--- src/rtl/alu_issue_pkg.sv ---
// rtl/alu_issue_pkg.sv - opcodes, alu_op codes, FSM states and decoded-op struct for the ALU issue controller
package alu_issue_pkg;

  localparam int XLEN = 32;

  localparam logic [6:0] OPC_OP     = 7'b0110011;
  localparam logic [6:0] OPC_OP_IMM = 7'b0010011;
  localparam logic [6:0] OPC_LOAD   = 7'b0000011;
  localparam logic [6:0] OPC_STORE  = 7'b0100011;
  localparam logic [6:0] OPC_BRANCH = 7'b1100011;
  localparam logic [6:0] OPC_JAL    = 7'b1101111;
  localparam logic [6:0] OPC_JALR   = 7'b1100111;

  localparam logic [3:0] ALU_AND = 4'b0000;
  localparam logic [3:0] ALU_OR  = 4'b0001;
  localparam logic [3:0] ALU_ADD = 4'b0010;
  localparam logic [3:0] ALU_SLL = 4'b0011;
  localparam logic [3:0] ALU_SUB = 4'b0110;
  localparam logic [3:0] ALU_XOR = 4'b0111;
  localparam logic [3:0] ALU_SRL = 4'b1000;

  typedef enum logic [1:0] {ST_IDLE, ST_DRIVE, ST_RESP} state_t;

  typedef enum logic [1:0] {SEL1_RS1, SEL1_PC, SEL1_ZERO} sel1_t;

  typedef enum logic [2:0] {
    SEL2_RS2, SEL2_RS2_SH, SEL2_IMM, SEL2_IMM_SH, SEL2_FOUR, SEL2_ZERO
  } sel2_t;

  typedef struct packed {
    logic [3:0] op;
    sel1_t      sel1;
    sel2_t      sel2;
    logic       is_branch;
    logic       is_jump;
    logic       illegal;
  } dec_t;

  // bcond: [0] zero, [1] negative, [2] positive, taken from rs1-rs2
  function automatic logic branch_taken(input logic [2:0] funct3, input logic [2:0] bcond);
    case (funct3)
      3'b000:  return bcond[0];
      3'b001:  return ~bcond[0];
      3'b100:  return bcond[1];
      3'b101:  return bcond[0] | bcond[2];
      default: return 1'b0;
    endcase
  endfunction

endpackage

--- src/rtl/alu_issue_if.sv ---
// rtl/alu_issue_if.sv - request/response handshake bundle between requester and ALU issue controller
interface alu_issue_if;
  logic        req_valid;
  logic        req_ready;
  logic [31:0] req_inst;
  logic [31:0] req_rs1;
  logic [31:0] req_rs2;
  logic [31:0] req_imm;
  logic [31:0] req_pc;
  logic        rsp_valid;
  logic        rsp_ready;
  logic [31:0] rsp_result;
  logic        rsp_taken;
  logic        rsp_illegal;

  modport master (
    output req_valid, req_inst, req_rs1, req_rs2, req_imm, req_pc, rsp_ready,
    input  req_ready, rsp_valid, rsp_result, rsp_taken, rsp_illegal
  );

  modport slave (
    input  req_valid, req_inst, req_rs1, req_rs2, req_imm, req_pc, rsp_ready,
    output req_ready, rsp_valid, rsp_result, rsp_taken, rsp_illegal
  );
endinterface

--- src/rtl/alu_issue_decode.sv ---
// rtl/alu_issue_decode.sv - combinational RV32 instruction to ALU op decode
// Branch decode present only when ALU_ISSUE_BRANCH_EN is defined.
module alu_issue_decode
  import alu_issue_pkg::*;
(
  input  logic [6:0] opcode,
  input  logic [2:0] funct3,
  input  logic [6:0] funct7,
  output dec_t       dec
);

  always_comb begin
    dec = '{op: ALU_ADD, sel1: SEL1_RS1, sel2: SEL2_RS2,
            is_branch: 1'b0, is_jump: 1'b0, illegal: 1'b0};
    case (opcode)
      OPC_OP: begin
        // funct7 may only be nonzero for SUB, so funct7[5] is inst[30] here
        if (funct7 == 7'b0000000 || (funct7 == 7'b0100000 && funct3 == 3'b000)) begin
          case ({funct7[5], funct3})
            4'b0000: dec.op = ALU_ADD;
            4'b1000: dec.op = ALU_SUB;
            4'b0111: dec.op = ALU_AND;
            4'b0110: dec.op = ALU_OR;
            4'b0100: dec.op = ALU_XOR;
            4'b0001: begin dec.op = ALU_SLL; dec.sel2 = SEL2_RS2_SH; end
            4'b0101: begin dec.op = ALU_SRL; dec.sel2 = SEL2_RS2_SH; end
            default: dec.illegal = 1'b1;
          endcase
        end else begin
          dec.illegal = 1'b1;
        end
      end
      OPC_OP_IMM: begin
        dec.sel2 = SEL2_IMM;
        case (funct3)
          3'b000: dec.op = ALU_ADD;
          3'b100: dec.op = ALU_XOR;
          3'b110: dec.op = ALU_OR;
          3'b111: dec.op = ALU_AND;
          3'b001: begin dec.op = ALU_SLL; dec.sel2 = SEL2_IMM_SH; end
          3'b101: begin
            dec.op      = ALU_SRL;
            dec.sel2    = SEL2_IMM_SH;
            dec.illegal = funct7[5];
          end
          default: dec.illegal = 1'b1;
        endcase
      end
      OPC_LOAD, OPC_STORE: dec.sel2 = SEL2_IMM;
`ifdef ALU_ISSUE_BRANCH_EN
      OPC_BRANCH: begin
        dec.op        = ALU_SUB;
        dec.is_branch = 1'b1;
        dec.illegal   = ~(funct3 == 3'b000 || funct3 == 3'b001 ||
                          funct3 == 3'b100 || funct3 == 3'b101);
      end
`endif
      OPC_JAL, OPC_JALR: begin
        dec.sel1    = SEL1_PC;
        dec.sel2    = SEL2_FOUR;
        dec.is_jump = 1'b1;
      end
      default: dec.illegal = 1'b1;
    endcase

    if (dec.illegal) begin
      dec.op        = ALU_ADD;
      dec.sel1      = SEL1_ZERO;
      dec.sel2      = SEL2_ZERO;
      dec.is_branch = 1'b0;
      dec.is_jump   = 1'b0;
    end
  end

endmodule

--- src/rtl/alu_issue_ctrl.sv ---
// rtl/alu_issue_ctrl.sv - three-state issue controller driving the ALU from registers
// Optional branch resolution under ALU_ISSUE_BRANCH_EN.
module alu_issue_ctrl
  import alu_issue_pkg::*;
(
  input  logic        clk,
  input  logic        reset,
  alu_issue_if.slave  bus,
  output logic [31:0] alu_in_1,
  output logic [31:0] alu_in_2,
  output logic [3:0]  alu_op,
  input  logic [31:0] alu_result,
  input  logic [2:0]  alu_bcond
);

  state_t      state, state_nxt;
  dec_t        dec;
  logic        accept;
  logic [31:0] op1, op2;
  logic        pend_jump, pend_illegal;
  logic        br_taken;
  logic        unused_inst;

  alu_issue_decode u_decode (
    .opcode (bus.req_inst[6:0]),
    .funct3 (bus.req_inst[14:12]),
    .funct7 (bus.req_inst[31:25]),
    .dec    (dec)
  );

  assign unused_inst   = ^{bus.req_inst[24:15], bus.req_inst[11:7]};
  assign bus.req_ready = (state == ST_IDLE) & ~reset;
  assign bus.rsp_valid = (state == ST_RESP);
  assign accept        = bus.req_valid & bus.req_ready;

  always_ff @(posedge clk or posedge reset) begin
    if (reset) state <= ST_IDLE;
    else       state <= state_nxt;
  end

  always_comb begin
    state_nxt = state;
    case (state)
      ST_IDLE:  if (accept) state_nxt = ST_DRIVE;
      ST_DRIVE: state_nxt = ST_RESP;
      ST_RESP:  if (bus.rsp_ready) state_nxt = ST_IDLE;
      default:  state_nxt = ST_IDLE;
    endcase
  end

  always_comb begin
    op1 = 32'h0;
    op2 = 32'h0;
    case (dec.sel1)
      SEL1_RS1: op1 = bus.req_rs1;
      SEL1_PC:  op1 = bus.req_pc;
      default:  op1 = 32'h0;
    endcase
    case (dec.sel2)
      SEL2_RS2:    op2 = bus.req_rs2;
      SEL2_RS2_SH: op2 = {27'b0, bus.req_rs2[4:0]};
      SEL2_IMM:    op2 = bus.req_imm;
      SEL2_IMM_SH: op2 = {27'b0, bus.req_imm[4:0]};
      SEL2_FOUR:   op2 = 32'd4;
      default:     op2 = 32'h0;
    endcase
  end

`ifdef ALU_ISSUE_BRANCH_EN
  logic       pend_branch;
  logic [2:0] pend_f3;

  always_ff @(posedge clk or posedge reset) begin
    if (reset) begin
      pend_branch <= 1'b0;
      pend_f3     <= 3'b000;
    end else if (accept) begin
      pend_branch <= dec.is_branch;
      pend_f3     <= bus.req_inst[14:12];
    end
  end

  assign br_taken = pend_branch & branch_taken(pend_f3, alu_bcond);
`else
  logic unused_branch;
  assign unused_branch = ^{alu_bcond, dec.is_branch};
  assign br_taken      = 1'b0;
`endif

  // ALU inputs change only on accept so they stay stable through DRIVE and RESP
  always_ff @(posedge clk or posedge reset) begin
    if (reset) begin
      alu_in_1        <= 32'h0;
      alu_in_2        <= 32'h0;
      alu_op          <= ALU_ADD;
      pend_jump       <= 1'b0;
      pend_illegal    <= 1'b0;
      bus.rsp_result  <= 32'h0;
      bus.rsp_taken   <= 1'b0;
      bus.rsp_illegal <= 1'b0;
    end else begin
      if (accept) begin
        alu_in_1     <= op1;
        alu_in_2     <= op2;
        alu_op       <= dec.op;
        pend_jump    <= dec.is_jump;
        pend_illegal <= dec.illegal;
      end
      if (state == ST_DRIVE) begin
        bus.rsp_result  <= pend_illegal ? 32'h0 : alu_result;
        bus.rsp_taken   <= ~pend_illegal & (pend_jump | br_taken);
        bus.rsp_illegal <= pend_illegal;
      end
    end
  end

endmodule

--- src/flat_wrapper.sv ---
// flat-port wrapper written by rule: the top's interface ports become plain ports
module alu_issue_ctrl_flat import alu_issue_pkg::*;
  (clk, reset, alu_in_1, alu_in_2, alu_op, alu_result, alu_bcond, bus_req_valid, bus_req_inst, bus_req_rs1, bus_req_rs2, bus_req_imm, bus_req_pc, bus_rsp_ready, bus_req_ready, bus_rsp_valid, bus_rsp_result, bus_rsp_taken, bus_rsp_illegal);
  alu_issue_if bus_i ();
  input  logic clk;
  input  logic reset;
  output logic [31:0] alu_in_1;
  output logic [31:0] alu_in_2;
  output logic [3:0] alu_op;
  input  logic [31:0] alu_result;
  input  logic [2:0] alu_bcond;
  input wire logic [$bits(bus_i.req_valid)-1:0] bus_req_valid;
  input wire logic [$bits(bus_i.req_inst)-1:0] bus_req_inst;
  input wire logic [$bits(bus_i.req_rs1)-1:0] bus_req_rs1;
  input wire logic [$bits(bus_i.req_rs2)-1:0] bus_req_rs2;
  input wire logic [$bits(bus_i.req_imm)-1:0] bus_req_imm;
  input wire logic [$bits(bus_i.req_pc)-1:0] bus_req_pc;
  input wire logic [$bits(bus_i.rsp_ready)-1:0] bus_rsp_ready;
  output wire logic [$bits(bus_i.req_ready)-1:0] bus_req_ready;
  output wire logic [$bits(bus_i.rsp_valid)-1:0] bus_rsp_valid;
  output wire logic [$bits(bus_i.rsp_result)-1:0] bus_rsp_result;
  output wire logic [$bits(bus_i.rsp_taken)-1:0] bus_rsp_taken;
  output wire logic [$bits(bus_i.rsp_illegal)-1:0] bus_rsp_illegal;
  assign bus_i.req_valid = bus_req_valid;
  assign bus_i.req_inst = bus_req_inst;
  assign bus_i.req_rs1 = bus_req_rs1;
  assign bus_i.req_rs2 = bus_req_rs2;
  assign bus_i.req_imm = bus_req_imm;
  assign bus_i.req_pc = bus_req_pc;
  assign bus_i.rsp_ready = bus_rsp_ready;
  assign bus_req_ready = bus_i.req_ready;
  assign bus_rsp_valid = bus_i.rsp_valid;
  assign bus_rsp_result = bus_i.rsp_result;
  assign bus_rsp_taken = bus_i.rsp_taken;
  assign bus_rsp_illegal = bus_i.rsp_illegal;
  alu_issue_ctrl u_core (.clk(clk), .reset(reset), .bus(bus_i), .alu_in_1(alu_in_1), .alu_in_2(alu_in_2), .alu_op(alu_op), .alu_result(alu_result), .alu_bcond(alu_bcond));
endmodule
--- config.mk ---
export PLATFORM = sky130hd
export DESIGN_NAME = alu_issue_ctrl_flat
export DESIGN_NICKNAME = d
export VERILOG_FILES = /design/src/rtl/alu_issue_pkg.sv /design/src/rtl/alu_issue_if.sv /design/src/rtl/alu_issue_decode.sv /design/src/rtl/alu_issue_ctrl.sv /design/src/flat_wrapper.sv
export SDC_FILE = /design/constraint.sdc
export NUM_CORES = 1
export LEC_CHECK = 0
export CAP_MARGIN = 10
export CORE_ASPECT_RATIO = 0.7
export CORE_UTILIZATION = 38
export DETAILED_ROUTE_END_ITERATION = 7
export GPL_ROUTABILITY_DRIVEN = 0
export GPL_TIMING_DRIVEN = 0
export HOLD_SLACK_MARGIN = 0.1
export PLACE_DENSITY = 0.82
export SLEW_MARGIN = 20
export SYNTH_ARGS = -nofsm -noshare
export SYNTH_HDL_FRONTEND = slang
export SYNTH_SLANG_ARGS = --single-unit
export TNS_END_PERCENT = 50
--- constraint.sdc ---
create_clock -name clk -period 4.6 [get_ports clk]
set_input_delay 0.92 -clock clk [delete_from_list [all_inputs] [get_ports clk]]
set_output_delay 0.92 -clock clk [all_outputs]
set_load 0.02 [all_outputs]
# [Word-level counts from Yosys, hierarchy flattened]
# Cells that the tools add are included.
# Widths: inputs -> output; s select.
[classes] eq_ne=27 bitwise_logic=5 n_mux=21 reduce_logical=16
[ops] cell="$pmux 32 s5" count=1
[ops] cell="$pmux 32 s2" count=1
[ops] cell="$mux 32" count=1
[ops] cell="$pmux 4 s6" count=1
[ops] cell="$eq 7x6->1 const B" count=3
[ops] cell="$pmux 4 s5" count=1
[ops] cell="$eq 4x3->1 const B" count=4
[ops] cell="$eq 3x3->1 const B" count=5
[ops] cell="$eq 7x7->1 const B" count=2
[ops] cell="$pmux 3 s4" count=1
[ops] cell="$mux 11" count=1
[ops] cell="$pmux 4 s2" count=1
[ops] cell="$reduce_or 2->1" count=4
[ops] cell="$eq 7x2->1 const B" count=1
[ops] cell="$eq 7x5->1 const B" count=1
[ops] cell="$logic_not 7->1" count=1
[ops] cell="$mux 1" count=7
[ops] cell="$reduce_or 7->1" count=1
[ops] cell="$eq 3x1->1 const B" count=2
[ops] cell="$eq 3x2->1 const B" count=2
[ops] cell="$logic_not 3->1" count=2
[ops] cell="$pmux 2 s3" count=1
[ops] cell="$reduce_or 5->1" count=1
[ops] cell="$eq 2x1->1 const B" count=2
[ops] cell="other kinds (17)" count=22
[word_totals] word_cells=78 register_bits=106 output_inout_bits=104 in_bits=199

# [Longest topological paths before layout]
[depth] depth_word=8 mapped_depth=8 depth_no_buf=6

# [Modules after synthesis]
# From an unflattened synthesis, not the netlist that was laid out.
[unflattened] cells_unflattened=507 area_unflattened_um2=5119.9
[modules_own_cells] mod="alu_issue_ctrl" seq_area_each_um2=2653.8 instances=1 area_per_inst_um2=4822.1 cells_per_inst=464
[modules_own_cells] mod="alu_issue_decode" seq_area_each_um2=0.0 instances=1 area_per_inst_um2=297.8 cells_per_inst=43

# [Worst setup path after synthesis]
# Ideal clock, no wire load.
[synth_path] path_kind="in2reg" from="in reset" to="reg u_core.alu_in_2[20]" n_path_buf=3 required_ps=4508 cell_stages=6 slack_ps=1918 arrival_time_ps=2590 cell_sequence="nor3_1 nand2_1 clkbuf_1 clkbuf_1 clkbuf_1 o31ai_2"
[synth_between] elab_chain_len=3
[synth_rtl] item="from (decl)" line_no="flat_wrapper.sv:6" source="input logic reset;"
[synth_rtl] item="$not 1->1" line_no="alu_issue_ctrl.sv:32" source="assign bus.req_ready = (state == ST_IDLE) & ~reset;"
[synth_rtl] item="$and 1x1->1" line_no="alu_issue_ctrl.sv:32"
[synth_rtl] item="$and 1x1->1" line_no="alu_issue_ctrl.sv:34" source="assign accept = bus.req_valid & bus.req_ready;"
[synth_rtl] item="to (signal assigned)" line_no="alu_issue_ctrl.sv:104" source="alu_in_2 <= op2;"
[synth_rtl] item="to (decl)" line_no="alu_issue_ctrl.sv:10" source="output logic [31:0] alu_in_2,"
# No other way between the ends.
# A chain may end at the register's enable or synchronous reset.

# [Final worst setup path]
[layout_path] from="in reset" to="out bus_req_ready"
[layout_between] elab_chain_len=2
[layout_rtl] item="$not 1->1" line_no="alu_issue_ctrl.sv:32"
[layout_rtl] item="$and 1x1->1" line_no="alu_issue_ctrl.sv:32"
[layout_rtl] item="to (decl)" line_no="flat_wrapper.sv:19" source="output wire logic [$bits(bus_i.req_ready)-1:0] bus_req_ready;"
# No other way between the ends.

==> reports/results.md <==
| Group | Parameter | This run |
| --- | --- | --- |
| critical path | Cell family with the largest share of critical-path delay | buffers and inverters |
| placement | Pre-CTS setup slack | 1030 ps |
| clock network | Clock Tree Buf Depth | 2 |
| critical path | Top fanout value on the critical path | 2 |
| clock network | Clk_lat worst skew | 340 ps |
| cells and area | Util after Layout | 66.4% |
| synthesis | Synth area leader | sky130_fd_sc_hd__dfrtp_1 |
| critical path | Critical path endpoint category | output pin |
| die | Top-Level Pins | 303 |
| global routing | Number of global-route vias before repair | 4969 |
| timing | Clk_skew | 5.43 ps |
| critical path | Worst-case reg-to-reg path depth | 6 |
| routing | Post-detailed-route via-to-cell ratio | 5.11 |
| outcome | Failing checks | DRC |
| critical path | Arrival @ worst endpoint | 2340 ps |
| timing | Slew Limit Headroom | 49.3% |
| die | Total die area | 13500 µm² |
| synthesis | Most frequently used cell type in the post-synthesis netlist | sky130_fd_sc_hd__dfrtp_1 |
| critical path | Delay of the slowest critical-path stage | 680 ps |
| synthesis | Top_reg_cell synth | sky130_fd_sc_hd__dfrtp_1 |
| power | Static leakage | 0.00386 µW |
| synthesis | Mapped Avg Cell Area | 11.0 µm² |
| synthesis | Number of warnings printed during yosys synthesis | 0 |
| clock network | Number of H-tree levels | 3 |
| timing | Slew Limit Fails | 0 |
| timing | Setup slack after layout | 1340 ps |
| synthesis | Total nets after synthesis | 650 |
| global routing | GRT met1 Usage | 29.1% |
| global routing | Antenna violations before repair | 0 |
| global routing | First-pass GRT wire length | 26.2 mm |
| timing | Least-Margin Pin Slew | 760 ps |
| hold path | Number of cells traversed by the worst hold path | 2 |
| synthesis | Cells taking the most area after synthesis | sky130_fd_sc_hd__dfrtp_1, sky130_fd_sc_hd__a22o_1, sky130_fd_sc_hd__mux2i_1 |
| critical path | Most common cell on crit path | sky130_fd_sc_hd__clkdlybuf4s50_1 |
| global routing | Maximum number of pins on one net before global-route repair | 71 |
| routing | Initial DRT Pass Iterations | 8 |
| routing | Number of DRC violations after detailed-routing iteration 0 | 172 |
| clock network | TritonCTS clock tree | built |
| timing | Share of the cycle needed by the critical path after routing | 70.8% |
| job | Max-capacitance violation count | 0 |
| routing | Antenna Nets Post-Route | 0 |
| cells and area | Layout area overhead | 68.2% |
| critical path | Crit Path Category | input pin to output pin |
| die | Die span in x | 139 µm |
| synthesis | Cell area after synthesis | 4960 µm² |
| cells and area | Cell area after layout | 8340 µm² |
| critical path | Number of logic stages on the critical path including buffering | 3 |
| placement | Total placed instance area | 8030 µm² |
| clock network | Hold_buf cts | 0 |
| placement | Estimated wirelength of the detail-placed design | 12.9 mm |
| clock network | Post-CTS clock slew at the launch and capture registers of the worst setup and hold paths | 70 ps |
| global routing | Met3 Resource Use GR | 8.72% |
| routing | Final wirelength | 16.5 mm |
| critical path | Critical path startpoint category | input pin |
| synthesis | Post-synth EDFFs | 0 |
| hold path | Class of the tightest hold or removal check | flip-flop to flip-flop |
| placement | Count of buffers from port buffering | 283 |
| timing | Final period demand of the worst path | 3260 ps |
| routing | Drt wl/cell | 18.0 µm |
| clock network | Clock buffer count from CTS | 9 |
| routing | Post-detailed-route DRC marker count | 34 |
| die | Core ar. | 12500 µm² |
| cells and area | Fraction of final layout cells sized beyond drive strength 1 | 7.59% |
| critical path | Number of buffers and inverters on the critical path | 2 |
| synthesis | Sequential-to-total area share from yosys stat | 53.5% |
| outcome | Result of the run | finished with violations |
| clock network | Count of buffers added by post-CTS timing repair for setup | 0 |
| synthesis | Commonest cells in the synthesized netlist | sky130_fd_sc_hd__dfrtp_1, sky130_fd_sc_hd__nand2_1, sky130_fd_sc_hd__o21ai_0 |
| clock network | Number of cells upsized or downsized after cts | 0 |
| die | Initial core utilization | 39.5% |
| power | Total power density per cell area | 328 nW/µm² |
| timing | Setup repair after global routing missed its margin | no |
| die | Height of the chip | 97.6 µm |
| timing | Highest achievable clock rate | 0.307 GHz |
| critical path | Required arrival time at the worst endpoint | 3680 ps |
| global routing | Global-route total usage across every layer | 25.0% |
| power | Max VDD drop | 0.180 mV |
| clock network | Sink Count | 106 |
| clock network | Clock root cell | sky130_fd_sc_hd__clkbuf_16 |
| critical path | List of cells traversed by the critical path | clkdlybuf4s50_1 > nor3_1 > clkdlybuf4s50_1 |
| critical path | Critical Path Slowest Stage Cell | sky130_fd_sc_hd__clkdlybuf4s50_1 |
| synthesis | Distinct cell type count after synthesis | 39 |
| routing | Overall via count from detail_route | 4665 |
| synthesis | Instance count of the mapped netlist | 451 |
| synthesis | #FFs+latches synth | 106 |
| die | Total number of placement rows | 34 |
| timing | Count of endpoints failing setup in the final report | 0 |
| cells and area | Number of diodes | 0 |
| synthesis | Synth top area share | 53.0% |
| global routing | Met2 track demand over resource | 43.4% |
| cells and area | Layout Nets | 945 |
| timing | Number of hold-slack violations in the final timing report | 0 |
| global routing | Congestion Overflow GR | 0 |
| synthesis | Share of flip-flops with an asynchronous set or reset after synthesis | 100% |
| global routing | Most congested layer reported by global routing | met2 |
-- sequential cells by signal, summed over array words and instances (netlist names) --
signal,cells
u_core.alu_op,4
u_core.bus.rsp_taken,1
u_core.bus.rsp_result,32
u_core.pend_jump,1
u_core.alu_in_1,32
u_core.pend_illegal,1
u_core.state,2
u_core.alu_in_2,32
u_core.bus.rsp_illegal,1
-- worst min-delay path, stage by stage (launching register included) --
cell,delay (ps)
sky130_fd_sc_hd__dfrtp_1,340
sky130_fd_sc_hd__nand2_1,50
sky130_fd_sc_hd__o21ai_0,60
-- metrics by stage --
| stage | TNS [ps] | hold WS, ps | std cells | total power [µW] |
|---|---|---|---|---|
| floorplan | 0 | 451 | 451 | 1480 |
| global placement | -71340 | 462 | 896 | 1920 |
| detailed placement | 0 | 467 | 897 | 1960 |
| CTS | 0 | 483 | 913 | 2760 |
| global route | 0 | 497 | 913 | 2860 |
| finish | 0 | 480 | 913 | 2740 |
-- cells by family after synthesis --
family | count (synthesis) | share of synthesized area (%)
AOI/OAI and AO/OA | 146 | 23.6
buffers and inverters | 39 | 3.38
DFF | 106 | 53.5
muxes | 33 | 6.79
and+or+nand+nor | 127 | 12.7
-- path summary, 6_finish.rpt --
check / startpoint / endpoint / slack [ps]
min reg2reg: u_core.bus.rsp_result[4] / u_core.bus.rsp_result[4] / 480
max in group asynchronous: reset / u_core.alu_op[1] / 2940
min: u_core.bus.rsp_result[4] / u_core.bus.rsp_result[4] / 480
min in group asynchronous: reset / u_core.bus.rsp_result[1] / 980
max: reset / bus_req_ready / 1340
max reg2reg: u_core.state[1] / u_core.alu_in_2[25] / 2240
-- final cells by class --
type                            count  area (µm²)
Sequential cell                   106        2650
Clock inverter                      6        72.6
Clock buffer                       10         239
Tap cell                          162         203
Fill cell                         962        4210
Inverter                            5        23.8
Multi-Input combinational cell    306        2140
Buffer                             34         149
Timing Repair Buffer              284        2860
-- report_power, final --
part	internal [µW]	switching, µW
combinational	429	390
sequential	1050	68.2
clock	443	359
total	1920	817
-- placed cells by master (no fill, tap or decap), types with 2 or more instances in the layout --
cell type	count
sky130_fd_sc_hd__clkinv_4	2
sky130_fd_sc_hd__nand3_1	2
sky130_fd_sc_hd__nand2_1	70
sky130_fd_sc_hd__a22o_1	36
sky130_fd_sc_hd__inv_6	3
sky130_fd_sc_hd__inv_1	3
sky130_fd_sc_hd__nor2_1	4
sky130_fd_sc_hd__o21ai_0	38
sky130_fd_sc_hd__mux2i_1	28
sky130_fd_sc_hd__clkbuf_16	9
sky130_fd_sc_hd__or3_1	2
sky130_fd_sc_hd__o31ai_2	20
sky130_fd_sc_hd__buf_1	2
sky130_fd_sc_hd__a21oi_1	3
sky130_fd_sc_hd__nand4_1	2
sky130_fd_sc_hd__mux2_2	5
sky130_fd_sc_hd__buf_6	2
sky130_fd_sc_hd__clkbuf_1	25
sky130_fd_sc_hd__buf_2	5
sky130_fd_sc_hd__clkdlybuf4s50_1	283
sky130_fd_sc_hd__o31ai_1	8
sky130_fd_sc_hd__nand2b_1	37
sky130_fd_sc_hd__nor3_1	2
sky130_fd_sc_hd__dfrtp_1	105
sky130_fd_sc_hd__a21o_1	33
-- per-layer routing --
layer  routed length [µm]  vias up
met5                    0        -
met4                  329        0
met3                 1510       24
met2                 8030      205
met1                 6590     2242
li1                     -     2194
Note: power is estimated with default switching activity, not from simulation.
